**src/rtl/move_scheduler.sv**
```systemverilog
// Frame-synchronous movement scheduler: round-robin button arbitration, one command per step slot.
// Optional acceleration enabled by defining MOVE_SCHED_ACCEL_EN.
//   state | meaning
//   IDLE  | no command pending, waiting for a step slot
//   ISSUE | command held on step_valid until the datapath accepts it
module move_scheduler #(
    parameter logic [9:0]  FRAME_V         = 10'd516,
    parameter int unsigned FRAMES_PER_STEP = 2,
    parameter int unsigned ACCEL_STEPS     = 8,
    parameter logic [2:0]  FAST_SIZE       = 3'd4
) (
    input  logic       clk,
    input  logic       rst,
    input  logic       up,
    input  logic       down,
    input  logic       left,
    input  logic       right,
    input  logic [9:0] hCount,
    input  logic [9:0] vCount,
    input  logic       step_ready,
    output logic       step_valid,
    output logic [1:0] step_dir,
    output logic [2:0] step_size,
    output logic       missed
);

    typedef enum logic {IDLE, ISSUE} state_t;

    state_t     state;
    logic       cmp_q;
    logic       cmp_d;
    logic [3:0] frame_cnt;
    logic [1:0] last_grant;
    logic       frame_pulse;
    logic       slot;
    logic [3:0] req;
    logic [1:0] grant;
    logic [1:0] idx;
    logic       found;

    // Rising edge of the registered compare keeps the pulse one cycle wide for any pixel-clock ratio.
    assign frame_pulse = cmp_q & ~cmp_d;
    assign slot        = frame_pulse && (frame_cnt == 4'(FRAMES_PER_STEP - 1));

    assign req[1:0] = (left & right) ? 2'b00 : {left, right};
    assign req[3:2] = (up & down)    ? 2'b00 : {down, up};

    always_comb begin
        grant = 2'd0;
        found = 1'b0;
        idx   = 2'd0;
        for (int i = 1; i <= 4; i++) begin
            idx = last_grant + 2'(i);
            if (!found && req[idx]) begin
                grant = idx;
                found = 1'b1;
            end
        end
    end

`ifdef MOVE_SCHED_ACCEL_EN
    logic [7:0] hold_cnt;
    logic [1:0] prev_dir;
    logic [2:0] size_next;

    assign size_next = (hold_cnt == 8'(ACCEL_STEPS) && grant == prev_dir) ? FAST_SIZE : 3'd1;
`else
    assign step_size = 3'd1;
`endif

    always_ff @(posedge clk) begin
        if (rst) begin
            state      <= IDLE;
            cmp_q      <= 1'b0;
            cmp_d      <= 1'b0;
            frame_cnt  <= 4'd0;
            last_grant <= 2'd3;
            step_valid <= 1'b0;
            step_dir   <= 2'd0;
            missed     <= 1'b0;
`ifdef MOVE_SCHED_ACCEL_EN
            step_size  <= 3'd1;
            hold_cnt   <= 8'd0;
            prev_dir   <= 2'd0;
`endif
        end else begin
            cmp_q <= (vCount == FRAME_V) && (hCount == 10'd0);
            cmp_d <= cmp_q;
            if (frame_pulse)
                frame_cnt <= slot ? 4'd0 : frame_cnt + 4'd1;

            case (state)
                IDLE: begin
                    if (slot) begin
                        if (|req) begin
                            step_valid <= 1'b1;
                            step_dir   <= grant;
                            last_grant <= grant;
`ifdef MOVE_SCHED_ACCEL_EN
                            step_size  <= size_next;
`endif
                            state      <= ISSUE;
                        end else begin
`ifdef MOVE_SCHED_ACCEL_EN
                            hold_cnt <= 8'd0;
`endif
                        end
                    end
                end
                ISSUE: begin
                    // A transfer in the slot cycle wins: no miss flagged and that slot is consumed.
                    if (step_ready) begin
                        step_valid <= 1'b0;
                        state      <= IDLE;
`ifdef MOVE_SCHED_ACCEL_EN
                        if (hold_cnt != 8'd0 && step_dir == prev_dir)
                            hold_cnt <= (hold_cnt == 8'(ACCEL_STEPS)) ? hold_cnt : hold_cnt + 8'd1;
                        else
                            hold_cnt <= 8'd1;
                        prev_dir <= step_dir;
`endif
                    end else if (slot) begin
                        missed <= 1'b1;
                    end
                end
                default: state <= IDLE;
            endcase
        end
    end

endmodule

```
**config.mk**
```make
export PLATFORM = sky130hd
export DESIGN_NAME = move_scheduler
export DESIGN_NICKNAME = d
export VERILOG_FILES = /design/src/rtl/move_scheduler.sv
export SDC_FILE = /design/constraint.sdc
export NUM_CORES = 1
export LEC_CHECK = 0
export ABC_CLOCK_PERIOD_IN_PS = 1800
export CAP_MARGIN = 20
export CORE_MARGIN = 2
export CORE_UTILIZATION = 44
export CTS_BUF_LIST = sky130_fd_sc_hd__clkbuf_4 sky130_fd_sc_hd__clkbuf_8
export DETAILED_ROUTE_END_ITERATION = 10
export PLACE_DENSITY = 0.81
export RECOVER_POWER = 25
export SLEW_MARGIN = 20
export SYNTH_ARGS = -nofsm -noshare
export SYNTH_HDL_FRONTEND = slang
export SYNTH_SLANG_ARGS = --single-unit
```
**constraint.sdc**
```tcl
create_clock -name clk -period 1.8 [get_ports clk]
set_input_delay 0.54 -clock clk [delete_from_list [all_inputs] [get_ports clk]]
set_output_delay 0.54 -clock clk [all_outputs]
set_load 0.02 [all_outputs]
```
Word level (Yosys, flattened, before mapping)
Index checks and enable logic that the tools add are counted.
{"block": "word_totals", "register_bits": 13, "in_bits": 27, "elab_cells": 66}
{"block": "classes", "add_sub_neg": 4, "order_cmp": 4, "n_eq_ne": 5, "n_mux": 26, "bitwise": 6, "n_reduce_logical": 13}
{"op": "1-bit two-way mux", "n": 13}
{"op": "2-bit by 3-bit less-than comparator with 1-bit output, second input constant", "n": 4}
{"op": "2-bit two-way mux", "n": 6}
{"op": "10-bit == test, second input constant", "n": 1}
{"op": "10-bit logical NOT", "n": 1}
{"op": "3-bit AND reduction", "n": 3}
{"op": "1-bit binary-select mux with 2-bit select", "n": 4}
{"op": "2-bit inequality test, second input constant", "n": 3}
{"op": "1-bit logical AND", "n": 5}
{"op": "2-bit adder, second input constant", "n": 2}
{"op": "4-bit by 1-bit adder with 4-bit output, second input constant", "n": 1}
{"op": "4-bit by 1-bit == test with 1-bit output, second input constant", "n": 1}
{"op": "4-bit two-way mux", "n": 1}
{"op": "1-bit one-hot mux with 2 select lines", "n": 2}
{"op": "4-bit OR reduction", "n": 1}
{"op": "1-bit AND", "n": 3}
{"op": "1-bit logical NOT", "n": 3}
{"op": "1-bit NOT", "n": 3}
{"op": "2-bit by 1-bit adder with 2-bit output, second input constant", "n": 1}

Logic depth before layout (Yosys ltp)
{"block": "depth", "depth_word": 14, "depth_mapped": 7}

Least setup slack after synthesis
No wires, ideal clock.
{"block": "synth_path", "kind": "input -> register", "startpoint": "in right", "endpoint": "reg step_dir[0]", "setup_ns": 0.133, "t_arrival_ns": 1.432, "required_time_ns": 1.667, "setup_slack_ns": 0.236, "path_stages": 6, "cell_sequence": "inv_1 > ha_1 > nand2b_1 > o2bb2ai_1 > a311oi_1 > nor3_1"}
{"block": "synth_via", "elab_chain_cells": 14}
{"element": "from (decl)", "line_no": "17", "text": "input logic right,"}
{"element": "1-bit AND", "line_no": "45", "text": "assign req[1:0] = (left & right) ? 2'b00 : {left, right};"}
{"element": "2-bit two-way mux *", "line_no": "45"}
{"element": "1-bit binary-select mux with 2-bit select", "line_no": "54", "text": "if (!found && req[idx]) begin"}
{"element": "1-bit two-way mux (implied by the code)", "line_no": "54"}
{"element": "1-bit two-way mux", "line_no": "54"}
{"element": "1-bit logical NOT", "line_no": "54"}
{"element": "1-bit logical AND", "line_no": "54"}
{"element": "1-bit two-way mux", "line_no": "54"}
{"element": "1-bit logical NOT", "line_no": "54"}
{"element": "1-bit logical AND", "line_no": "54"}
{"element": "1-bit two-way mux", "line_no": "54"}
{"element": "1-bit logical NOT", "line_no": "54"}
{"element": "1-bit logical AND", "line_no": "54"}
{"element": "2-bit two-way mux", "line_no": "54"}
{"element": "to (signal assigned)", "line_no": "97", "text": "step_dir <= grant;"}
{"element": "to (decl)", "line_no": "22", "text": "output logic [1:0] step_dir,"}
Every way passes the cells marked *; elsewhere a longest branch is shown, timed or not. The select of a mux whose other input is x is not followed.
A chain may end at the register's enable or synchronous reset.

Final worst setup path
{"block": "layout_path", "startpoint": "reg step_dir[0]", "endpoint": "out step_dir[0]"}
No word-level cell between the ends.

==> flow_summary.html <==
<table>
<tr><th>Metric</th><th>Value</th></tr>
<tr><th colspan="2">Status</th></tr>
<tr><td>Result of the run</td><td>complete, no violations</td></tr>
<tr><th colspan="2">Final layout</th></tr>
<tr><td>NumNets Final</td><td>between 150 and 200</td></tr>
<tr><td>Multi-input gate area</td><td>about 610 um2</td></tr>
<tr><td>Layout filler cell count</td><td>between 150 and 200</td></tr>
<tr><td>Register cell area after layout</td><td>approximately 260 um2</td></tr>
<tr><td>Fraction of layout cells with a size suffix above 1</td><td>21.3%</td></tr>
<tr><td>Synth-to-layout area growth</td><td>52.2%</td></tr>
<tr><td>Count of antenna diodes in the layout</td><td>0</td></tr>
<tr><td>Final std cell area, no fill</td><td>1330 um2</td></tr>
<tr><th colspan="2">Floorplan</th></tr>
<tr><td>Area enclosed by the die boundary</td><td>approximately 2400 um2</td></tr>
<tr><td>Area inside the core boundary</td><td>just under 2000 um2</td></tr>
<tr><td>IO Count</td><td>34</td></tr>
<tr><td>Core Rows</td><td>16</td></tr>
<tr><td>Effective utilization at floorplan</td><td>45.3%</td></tr>
<tr><td>Die outline height</td><td>around 48 um</td></tr>
<tr><td>Die width</td><td>between 40 and 50 um</td></tr>
<tr><th colspan="2">Drt</th></tr>
<tr><td>Router iterations before antenna repair</td><td>4</td></tr>
<tr><td>Post-route DRC</td><td>0</td></tr>
<tr><td>Total wirelength of the detailed-routed design</td><td>around 1.9 mm</td></tr>
<tr><td>Mean routed wirelength per cell</td><td>11.4 um</td></tr>
<tr><td>Number of design-rule violations left by the first detailed-router iteration</td><td>13</td></tr>
<tr><td>Vias after detailed routing</td><td>858</td></tr>
<tr><td>Via density per instance</td><td>around 5</td></tr>
<tr><td>DRT antenna net count</td><td>0</td></tr>
<tr><th colspan="2">Critical path</th></tr>
<tr><td>First element of the critical path</td><td>step_dir[0]</td></tr>
<tr><td>Critical path capture point type</td><td>output port</td></tr>
<tr><td>Cell depth of the worst flop-to-flop path</td><td>5</td></tr>
<tr><td>Flop2flop setup slack</td><td>between 0.3 and 0.4 ns</td></tr>
<tr><td>Crit path to</td><td>step_dir[0]</td></tr>
<tr><td>Source of the worst register-to-register timing path</td><td>frame_cnt[0]</td></tr>
<tr><td>Worst path depth</td><td>1</td></tr>
<tr><td>Peak fanout along the critical path</td><td>2</td></tr>
<tr><td>Critical-path cell list</td><td>clkdlybuf4s50_1</td></tr>
<tr><td>Delay of the slowest cell on the worst path</td><td>around 0.6 ns</td></tr>
<tr><td>Buffers plus inverters on the worst setup path</td><td>1</td></tr>
<tr><td>Critical setup path kind</td><td>reg -&gt; out</td></tr>
<tr><td>Slowest CP cell</td><td>sky130_fd_sc_hd__clkdlybuf4s50_1</td></tr>
<tr><td>Capture point of the worst reg-to-reg path</td><td>step_dir[1]</td></tr>
<tr><td>Element type at the critical path start</td><td>register</td></tr>
<tr><td>Crit path required time</td><td>around 1.3 ns</td></tr>
<tr><td>CP Data Arrival Time</td><td>approximately 1.2 ns</td></tr>
<tr><td>Cell type group with the largest total delay on the critical path</td><td>buffers and inverters</td></tr>
<tr><th colspan="2">CTS</th></tr>
<tr><td>Inserted Clock Buffers</td><td>3</td></tr>
<tr><td>Number of buffers on the longest clock path</td><td>2</td></tr>
<tr><td>CTS tree</td><td>built</td></tr>
<tr><td>Worst-path clk slew</td><td>approximately 0.09 ns</td></tr>
<tr><td>CTS sink count</td><td>13</td></tr>
<tr><td>Clk root buf</td><td>sky130_fd_sc_hd__clkbuf_4</td></tr>
<tr><td>Insertion delay to the later sink of the worst-skew pair</td><td>roughly 0.29 ns</td></tr>
<tr><td>Number of levels in the clock H-tree</td><td>1</td></tr>
<tr><td>Buffer count from post-CTS setup fixing</td><td>0</td></tr>
<tr><th colspan="2">Min path</th></tr>
<tr><td>Path category of the worst min-delay check</td><td>reg -&gt; reg</td></tr>
<tr><td>Worst hold start</td><td>missed</td></tr>
<tr><td>Hold Path Cell Cnt</td><td>2</td></tr>
<tr><th colspan="2">Place</th></tr>
<tr><td>Detailed Place HPWL</td><td>about 1.5 mm</td></tr>
<tr><td>Count of port buffers added during placement</td><td>30</td></tr>
<tr><td>Placer congestion estimate</td><td>0.858</td></tr>
<tr><td>Total cell area at the placement stage</td><td>1220 um2</td></tr>
<tr><th colspan="2">STA</th></tr>
<tr><td>Part of the cycle the worst path needs</td><td>between 90% and 100%</td></tr>
<tr><td>Tmin final</td><td>around 1.8 ns</td></tr>
<tr><td>Post-Route Skew</td><td>roughly 0.01 ns</td></tr>
<tr><td>RSZ-0062 raised after global routing</td><td>false</td></tr>
<tr><td>Number of failing hold endpoints at the final stage</td><td>0</td></tr>
<tr><td>Fmax</td><td>0.563 GHz</td></tr>
<tr><td>Number of max-slew violations in the final report</td><td>0</td></tr>
<tr><td>Worst hold slack across all endpoints</td><td>between 0.4 and 0.5 ns</td></tr>
<tr><td>Setup Viol. Count Final</td><td>0</td></tr>
<tr><td>Slew Limit Headroom</td><td>between 60% and 70%</td></tr>
<tr><td>Pin slew with the least headroom to its limit</td><td>approximately 0.58 ns</td></tr>
<tr><th colspan="2">Synthesis</th></tr>
<tr><td>Combined area of all synthesized cells</td><td>about 870 um2</td></tr>
<tr><td>Synth top area share</td><td>between 20% and 30%</td></tr>
<tr><td>Top cell type by total area after synthesis</td><td>sky130_fd_sc_hd__dfxtp_1</td></tr>
<tr><td>Sequential fraction of the synthesis area</td><td>between 20% and 30%</td></tr>
<tr><td>Top post-synthesis cells by area</td><td>sky130_fd_sc_hd__dfxtp_1, sky130_fd_sc_hd__ha_1, sky130_fd_sc_hd__nand2b_1, sky130_fd_sc_hd__nor2_1, sky130_fd_sc_hd__nor3_1</td></tr>
<tr><td>Synth Register Bits</td><td>13</td></tr>
<tr><td>Synth Warn #</td><td>0</td></tr>
<tr><td>Number of distinct library cell variants in the gate-level netlist after synthesis</td><td>35</td></tr>
<tr><td>Avg Synthesized Cell Area</td><td>8.29 um2</td></tr>
<tr><td>Gate Count Post-Synth</td><td>105</td></tr>
<tr><th colspan="2">Power</th></tr>
<tr><td>Power spent charging and discharging nets</td><td>156 uW</td></tr>
<tr><td>Net switching share of the total power</td><td>about a quarter</td></tr>
<tr><td>Maximum vdd drop</td><td>roughly 0.29 mV</td></tr>
<tr><td>Leak Pwr</td><td>between 0.0005 and 0.0006 uW</td></tr>
<tr><td>Clock power share</td><td>between 30% and 40%</td></tr>
<tr><td>Combinational cell fraction of total power</td><td>between 20% and 30%</td></tr>
<tr><td>Total power density per cell area</td><td>~470 nW/um2</td></tr>
<tr><td>Sequential share of power</td><td>a little under half</td></tr>
<tr><td>Internal power summed over all cells</td><td>about 470 uW</td></tr>
<tr><th colspan="2">GRT</th></tr>
<tr><td>Antenna violations before repair</td><td>0</td></tr>
<tr><td>First-pass GRT wire length</td><td>3.26 mm</td></tr>
<tr><td>GR Util All Layers</td><td>roughly 17%</td></tr>
<tr><td>Overflow after GRT</td><td>0</td></tr>
<tr><td>Largest net degree at the start of global routing</td><td>14</td></tr>
<tr><td>Number of global-route vias before repair</td><td>830</td></tr>
<tr><th colspan="2">Run</th></tr>
<tr><td>Maximum capacitance violations</td><td>0</td></tr>
</table>
## state kept, by name, indices dropped and copies added, names as in the netlist
| signal | flops |
|---|---|
| cmp_d | 1 |
| cmp_q | 1 |
| frame_cnt | 4 |
| last_grant | 2 |
| missed | 1 |
| state | 1 |
| step_dir | 2 |
| step_valid | 1 |
## layout by cell type, fill, tap and decap left out, types with 3 or more instances in the layout
cell type                          n
sky130_fd_sc_hd__nor3_1            5
sky130_fd_sc_hd__dlymetal6s2s_1    4
sky130_fd_sc_hd__a21oi_1           3
sky130_fd_sc_hd__nand2b_1          5
sky130_fd_sc_hd__nor2_1            9
sky130_fd_sc_hd__nand2_1           7
sky130_fd_sc_hd__ha_1              4
sky130_fd_sc_hd__buf_4             7
sky130_fd_sc_hd__nor2b_1           3
sky130_fd_sc_hd__dfxtp_1          13
sky130_fd_sc_hd__ha_2              5
sky130_fd_sc_hd__nor4_1            3
sky130_fd_sc_hd__conb_1            3
sky130_fd_sc_hd__inv_1             6
sky130_fd_sc_hd__a31oi_1           3
sky130_fd_sc_hd__clkdlybuf4s50_1  23
sky130_fd_sc_hd__clkbuf_4          4
## timing repair
item | in CTS | in global routing
pin swaps | 2 | 6
setup endpoints to repair | 5 | 7
gates resized for setup | 11 | 12
hold buffers | 0 | 0
## per-layer routing
metal	routed length [um]	share of wire, %	track usage [%]
met4	19	0.99	7.14
met3	112	5.9	2.16
met5	0	0	0
met2	941	49	31.5
met1	837	44	20.0
## power groups by stage
stage          clock network (uW)  registers, uW  logic, uW
2_1_floorplan                   0            294       44.8
3_3_place_gp                    0            294        116
3_5_place_dp                    0            294        119
4_1_cts                       208            287        125
6_report                      207            287        130
5_1_grt                       221            287        143
## cell families (layout without fill, tap and decap cells)
kind of cell             after synthesis  count (layout)  synth area share, %
AND/OR/NAND/NOR                       47              47                 30.6
AO/OA/AOI/OAI                         17              17                 13.9
buffers and inverters                 14              49                 8.33
flip-flops                            13              13                 29.9
adder cells (fa/ha/maj)               10              10                 14.4
other                                  2               3                0.862
XOR/XNOR                               2               2                 2.01
## area by class of cell
type                       instances  share of cell area (%)
clock buffer                       4                    2.27
inverter                           7                    1.98
multi-input combinational         79                    46.1
sequential                        13                    19.6
tap                               27                    2.55
timing repair buffer              38                    27.5
## worst register-to-register path, delay by kind of cell (launching register included)
family                   cells  cell delay [ns]
AND/OR/NAND/NOR              3             0.56
flip-flops                   1             0.41
AO/OA/AOI/OAI                1             0.22
adder cells (fa/ha/maj)      1             0.18
## Yosys cell counts
| cell type | number |
|---|---|
| sky130_fd_sc_hd__o21ai_0 | 2 |
| sky130_fd_sc_hd__buf_6 | 1 |
| sky130_fd_sc_hd__a221oi_1 | 1 |
| sky130_fd_sc_hd__buf_2 | 1 |
| sky130_fd_sc_hd__a311oi_1 | 1 |
| sky130_fd_sc_hd__a311oi_2 | 1 |
| sky130_fd_sc_hd__nor4bb_1 | 1 |
| sky130_fd_sc_hd__dfxtp_1 | 13 |
| sky130_fd_sc_hd__clkbuf_1 | 2 |
| sky130_fd_sc_hd__o32ai_1 | 1 |
| sky130_fd_sc_hd__a31oi_1 | 3 |
| sky130_fd_sc_hd__nand3_1 | 1 |
| sky130_fd_sc_hd__inv_1 | 7 |
| sky130_fd_sc_hd__nand2_1 | 8 |
| sky130_fd_sc_hd__and3_1 | 1 |
| sky130_fd_sc_hd__nor2_1 | 9 |
| sky130_fd_sc_hd__a21o_1 | 1 |
| sky130_fd_sc_hd__o21bai_1 | 1 |
| sky130_fd_sc_hd__conb_1 | 2 |
| sky130_fd_sc_hd__buf_4 | 3 |
| sky130_fd_sc_hd__nand3b_1 | 1 |
| sky130_fd_sc_hd__nor4_1 | 3 |
| sky130_fd_sc_hd__and2b_1 | 1 |
| sky130_fd_sc_hd__nor3_1 | 6 |
| sky130_fd_sc_hd__a21oi_1 | 4 |
| sky130_fd_sc_hd__xor2_1 | 2 |
| sky130_fd_sc_hd__a211oi_1 | 1 |
| sky130_fd_sc_hd__ha_1 | 10 |
| sky130_fd_sc_hd__nor4b_2 | 2 |
| sky130_fd_sc_hd__o2bb2ai_1 | 1 |
| sky130_fd_sc_hd__nand2b_1 | 6 |
| sky130_fd_sc_hd__nor2b_1 | 3 |
| sky130_fd_sc_hd__nor2_2 | 1 |
| sky130_fd_sc_hd__or3_1 | 2 |
| sky130_fd_sc_hd__nand4_1 | 2 |
## worst min path at each step
stage	endpoint	slack (ns)
after global placement	missed	0.46
final	missed	0.47
after detailed placement	missed	0.46
after CTS	missed	0.48
after floorplan	cmp_d	0.45
after global routing	cmp_d	0.50
## through the flow
step                worst slack [ns]  util [%]  TNS (ns)  instances  power [uW]
CTS                        0.0000862      67.2         0        168         620
global placement              -0.369      63.6     -1.67        164         411
floorplan                      0.236         -         0        106         339
global route                0.000658      68.9         0        168         651
finish                        0.0240      68.9         0        168         624
detailed placement            -0.406      63.6     -1.94        164         413
No activity file was read; power rests on OpenSTA's default activity.
==> RTL change 1 (same settings) <==
Set the parameter `FRAME_V` to 10'd258 (it was 10'd516).
--- a/src/rtl/move_scheduler.sv
+++ b/src/rtl/move_scheduler.sv
@@ -4,7 +4,7 @@
 //   IDLE  | no command pending, waiting for a step slot
 //   ISSUE | command held on step_valid until the datapath accepts it
 module move_scheduler #(
-    parameter logic [9:0]  FRAME_V         = 10'd516,
+    parameter logic [9:0]  FRAME_V         = 10'd258,
     parameter int unsigned FRAMES_PER_STEP = 2,
     parameter int unsigned ACCEL_STEPS     = 8,
     parameter logic [2:0]  FAST_SIZE       = 3'd4
Check against the original RTL: not equivalent (a bounded check fails within 10 cycles, from zero or initial values and one cycle with rst high).
==> RTL change 1 against the original RTL <==
Sequential cell count stayed put; final area is 0.19% higher; largest power group unchanged; sequential power hardly changed; worst hold slack better by 0.0063 ns; fmax is 1.9% higher; global-route usage is 0.58 points higher; wire length is 5.4% higher; synthesized area is 0.43% lower; die area is 0.39% lower; total power is 3.2% lower; sequential share of layout area hardly changed; clock power is 8% lower; setup slack better by 0.033 ns.
==> RTL change 1: results (changes against the original RTL) <==
[cts]
clk_latency_ns = 0.27  ; -0.02 ns
postCtsSetupBuffers = 1  ; +1
cts_resized = 12  ; +1

[layout]
clkCellAreaFrac = 0.0226  ; -0.0000427
multi_input_area_share = 0.472  ; +0.0114
syn2layout_area_growth_pct = 53.1
drive_gt1_frac = 0.201  ; -0.0113
buffer_area_frac = 0.264  ; -0.0109
signal_buffers = 36  ; -5.3%

[synth]
synth.distinct_cells = 34  ; -2.9%
syn-mean-instance-area_um2 = 8.26  ; -0.43%
ys_top_cells_by_count = dfxtp_1 (13), ha_1 (10), nand2_1 (9)
synth.area.top_cells = dfxtp_1 (30%), ha_1 (14%), nand2b_1 (4.3%)
syn_area_um2 = 867  ; -0.43%
yosysSeqAreaShare = 0.300  ; +0.00129

[power_and_ir_drop]
p_seq_frac = 0.475  ; +0.015
ir_worst_vdd_v = 0.000264  ; -8.7%
netSwitchingPower_mw = 0.141  ; -9.7%
p_clk_frac = 0.314  ; -0.017

[detailed_routing]
vias_per_cell = 5.27  ; +3.1%
wl_met1_um = 785  ; -6.2%
num_vias = 874  ; +1.9%
wl_mm = 2.01  ; +5.4%
wl_met2_mm = 1.07  ; +14%
routed-wl-met3_um = 130  ; +16%

[place]
routabilityCongestion = 0.774  ; -9.7%
placedCellCount = 161  ; -1.8%
pre_cts_ws_ns = -0.412  ; -0.00605 ns

[status]
status = finished clean

[worst_setup_path]
arrival_ns = 1.20  ; -0.04 ns

[global_routing]
grt_pass1_vias = 885  ; +6.6%
grt.met2_usage = 0.350  ; +0.0347

[timing]
skew_ns = 0.00148  ; -0.00876 ns

-- RTL change 1: kinds of logic after synthesis --
family	after synthesis	synth area share
buffers and inverters	14	0.0837
adders and majority gates	10	0.144
xor gates and xnor gates	2	0.0202
AOI/OAI and AO/OA	17	0.140
DFF	13	0.300
other	2	0.00866
and+or+nand+nor	47	0.303
-- RTL change 1: tightest hold or removal path, delay by kind of cell (launching register included) --
kind	cells	cell delay [ns]
AND/OR/NAND/NOR	1	0.07
AO/OA/AOI/OAI	1	0.04
flip-flops	1	0.34
-- RTL change 1: path summary, 6_finish.rpt --
check | startpoint | endpoint | slack (ns) | depth (start not counted)
setup / recovery | missed$_SDFFE_PP0P_ | missed | 0.06 | 1
setup reg to reg | frame_cnt[0]$_SDFFE_PP0P_ | last_grant[0]$_SDFFE_PP1P_ | 0.26 | 6
hold reg to reg | missed$_SDFFE_PP0P_ | missed$_SDFFE_PP0P_ | 0.48 | 2
hold / removal | missed$_SDFFE_PP0P_ | missed$_SDFFE_PP0P_ | 0.48 | 2
==> RTL change 2 (config.mk and constraints unchanged) <==
Made on the original files. Make the reset (`rst`) asynchronous in one clocked block.
--- a/src/rtl/move_scheduler.sv
+++ b/src/rtl/move_scheduler.sv
@@ -68,7 +68,7 @@
     assign step_size = 3'd1;
 `endif
 
-    always_ff @(posedge clk) begin
+    always_ff @(posedge clk or posedge rst) begin
         if (rst) begin
             state      <= IDLE;
             cmp_q      <= 1'b0;
Formal check against the unedited RTL: differs if rst is asserted again (counterexample within 10 cycles, from zero or initial values and one cycle with rst high); with rst held inactive, the same outputs for 10 cycles.
==> RTL change 2 against the original RTL <==
First-iteration DRC count up 100%; setup slack better by 0.098 ns; wire length increased by 16%; via count increased by 4.3%; highest routed layer unchanged; clock skew about the same; sequential cell count is the same; sequential power is 2% higher; final area grew 2.5%; count of clock-buffer cells in the layout unchanged; total power fell by 1.5%; synthesized area is 8.9% higher; clock power shrank 6%; utilization fell by 1.1 points.
==> RTL change 2: results (changes against the original RTL) <==
[status]
status = finished clean

[place]
portBuffers = 30  ; unchanged
pre_cts_ws_ns = -0.509  ; -0.104 ns
routabilityCongestion = 0.925  ; +7.9%
hpwl_mm = 1.87  ; +22%

[synth]
yosysSeqAreaShare = 0.346  ; +0.0468
synth.area.top_cells = dfrtp_1 (29%), ha_1 (13%), dfstp_2 (5.5%)
synth.distinct_cells = 35  ; unchanged
ys_warn_count = 0  ; unchanged
ys_top_cells_by_count = dfrtp_1 (11), ha_1 (10), nand2_1 (10)
synthArstFlopShare = 1.00  ; +1.00

[cts]
clk_pin_slew_ns = 0.08
cts-root-buf = clkbuf_4
clk_latency_ns = 0.28
numCtsBuffers = 3  ; unchanged

[detailed_routing]
drtIter0Drc = 26  ; +13
vias_per_cell = 5.36  ; +4.9%
routedWlPerCell_um = 13.3  ; +17%

[layout]
final_nets = 178  ; -0.56%
largestRegisters = frame_cnt x4, last_grant x2, step_dir x2
fillCellCount = 169  ; unchanged
drive_gt1_frac = 0.200  ; -0.0128

[power_and_ir_drop]
ir_worst_vdd_v = 0.000332  ; +15%
p_leak_nw = 0.676  ; +17%

[worst_setup_path]
arrival_ns = 1.87  ; +0.63 ns
worstPathMaxFanout = 3  ; +1

[global_routing]
track_usage = 0.205  ; +0.0334
antenna_found_initial = 0  ; unchanged
grt_pass1_vias = 920  ; +11%
grt_pass1_wl_mm = 3.93  ; +21%

[worst_hold_path]
hp-class = register to register

[timing]
skew_ns = 0.00995  ; -0.000297 ns

RTL change 2: cell count changes after synthesis, sizes merged, moves of 3 or more:
cell	before	now
mux2i	0	5
nor2	10	5
dfxtp	13	0
nor3	6	3
dfrtp	0	11
RTL change 2: critical path: stages:
cell and delay (ns):
clkdlybuf4s15_1 0.19, buf_4 0.15, ha_2 0.18, mux2i_2 0.19, mux2i_2 0.13, nor3_2 0.24, mux2i_1 0.10, o21ai_1 0.14
RTL change 2: worst paths after layout:
check                                     startpoint  slack [ns]                   endpoint  depth (start not counted)
setup / recovery                                  up        0.12    step_dir[0]$_DFFE_PP0P_                          8
hold / removal                       cmp_q$_DFF_PP0_        0.40            cmp_d$_DFF_PP0_                          0
setup reg to reg           last_grant[1]$_DFFE_PP1P_        0.14  last_grant[1]$_DFFE_PP1P_                          6
hold reg to reg                      cmp_q$_DFF_PP0_        0.40            cmp_d$_DFF_PP0_                          0
max in group asynchronous                        rst        0.74  last_grant[0]$_DFFE_PP1P_                          2
min in group asynchronous                        rst        0.70            cmp_q$_DFF_PP0_                          2
RTL change 2: cells by family after synthesis:
logic type	Yosys count	share of synthesized area
and+or+nand+nor	38	0.232
muxes	5	0.0567
AOI/OAI and AO/OA	19	0.140
DFF	13	0.346
xor gates and xnor gates	2	0.0185
buffers and inverters	12	0.0673
adders and majority gates	10	0.132
other	2	0.00792
RTL change 2: power breakdown:
part	internal, mW	switching [mW]	leakage (nW)	total [mW]
Combinational	0.0760	0.0522	0.483	0.128
Clock	0.101	0.0935	0.0184	0.194
Sequential	0.292	0.00000325	0.174	0.292
RTL change 2: area by class of cell:
class,instances,area share
Inverter,8,0.0221
Tap cell,27,0.0249
Timing Repair Buffer,38,0.262
Clock buffer,4,0.0221
Multi-Input combinational cell,77,0.428
Sequential cell,13,0.241
RTL change 2: through the flow:
step | area, um2 | hold WS [ns] | util | std cells
3_5_place_dp | 1310 | 0.386 | 0.656 | 163
3_3_place_gp | 1310 | 0.377 | 0.656 | 163
2_1_floorplan | 952 | 0.368 | - | 102
4_1_cts | 1360 | 0.405 | 0.677 | 167
6_report | 1360 | 0.403 | 0.678 | 167
5_1_grt | 1360 | 0.427 | 0.678 | 167
RTL change 2: repair_timing:
| item | CTS | global route |
|---|---|---|
| setup endpoints to repair | 6 | 5 |
| pin swaps | 9 | 3 |
| endpoints found under the hold margin | 0 | 0 |
| gates resized for setup | 13 | 5 |
| buffers inserted | 0 | 0 |
RTL change 2: metal layers:
metal | track usage | vias up | routed length (um)
met5 | 0 | - | 0
met2 | 0.371 | 48 | 1210
met4 | 0.0541 | 0 | 12
met3 | 0.0387 | 2 | 139
li1 | - | 427 | -
met1 | 0.247 | 418 | 858
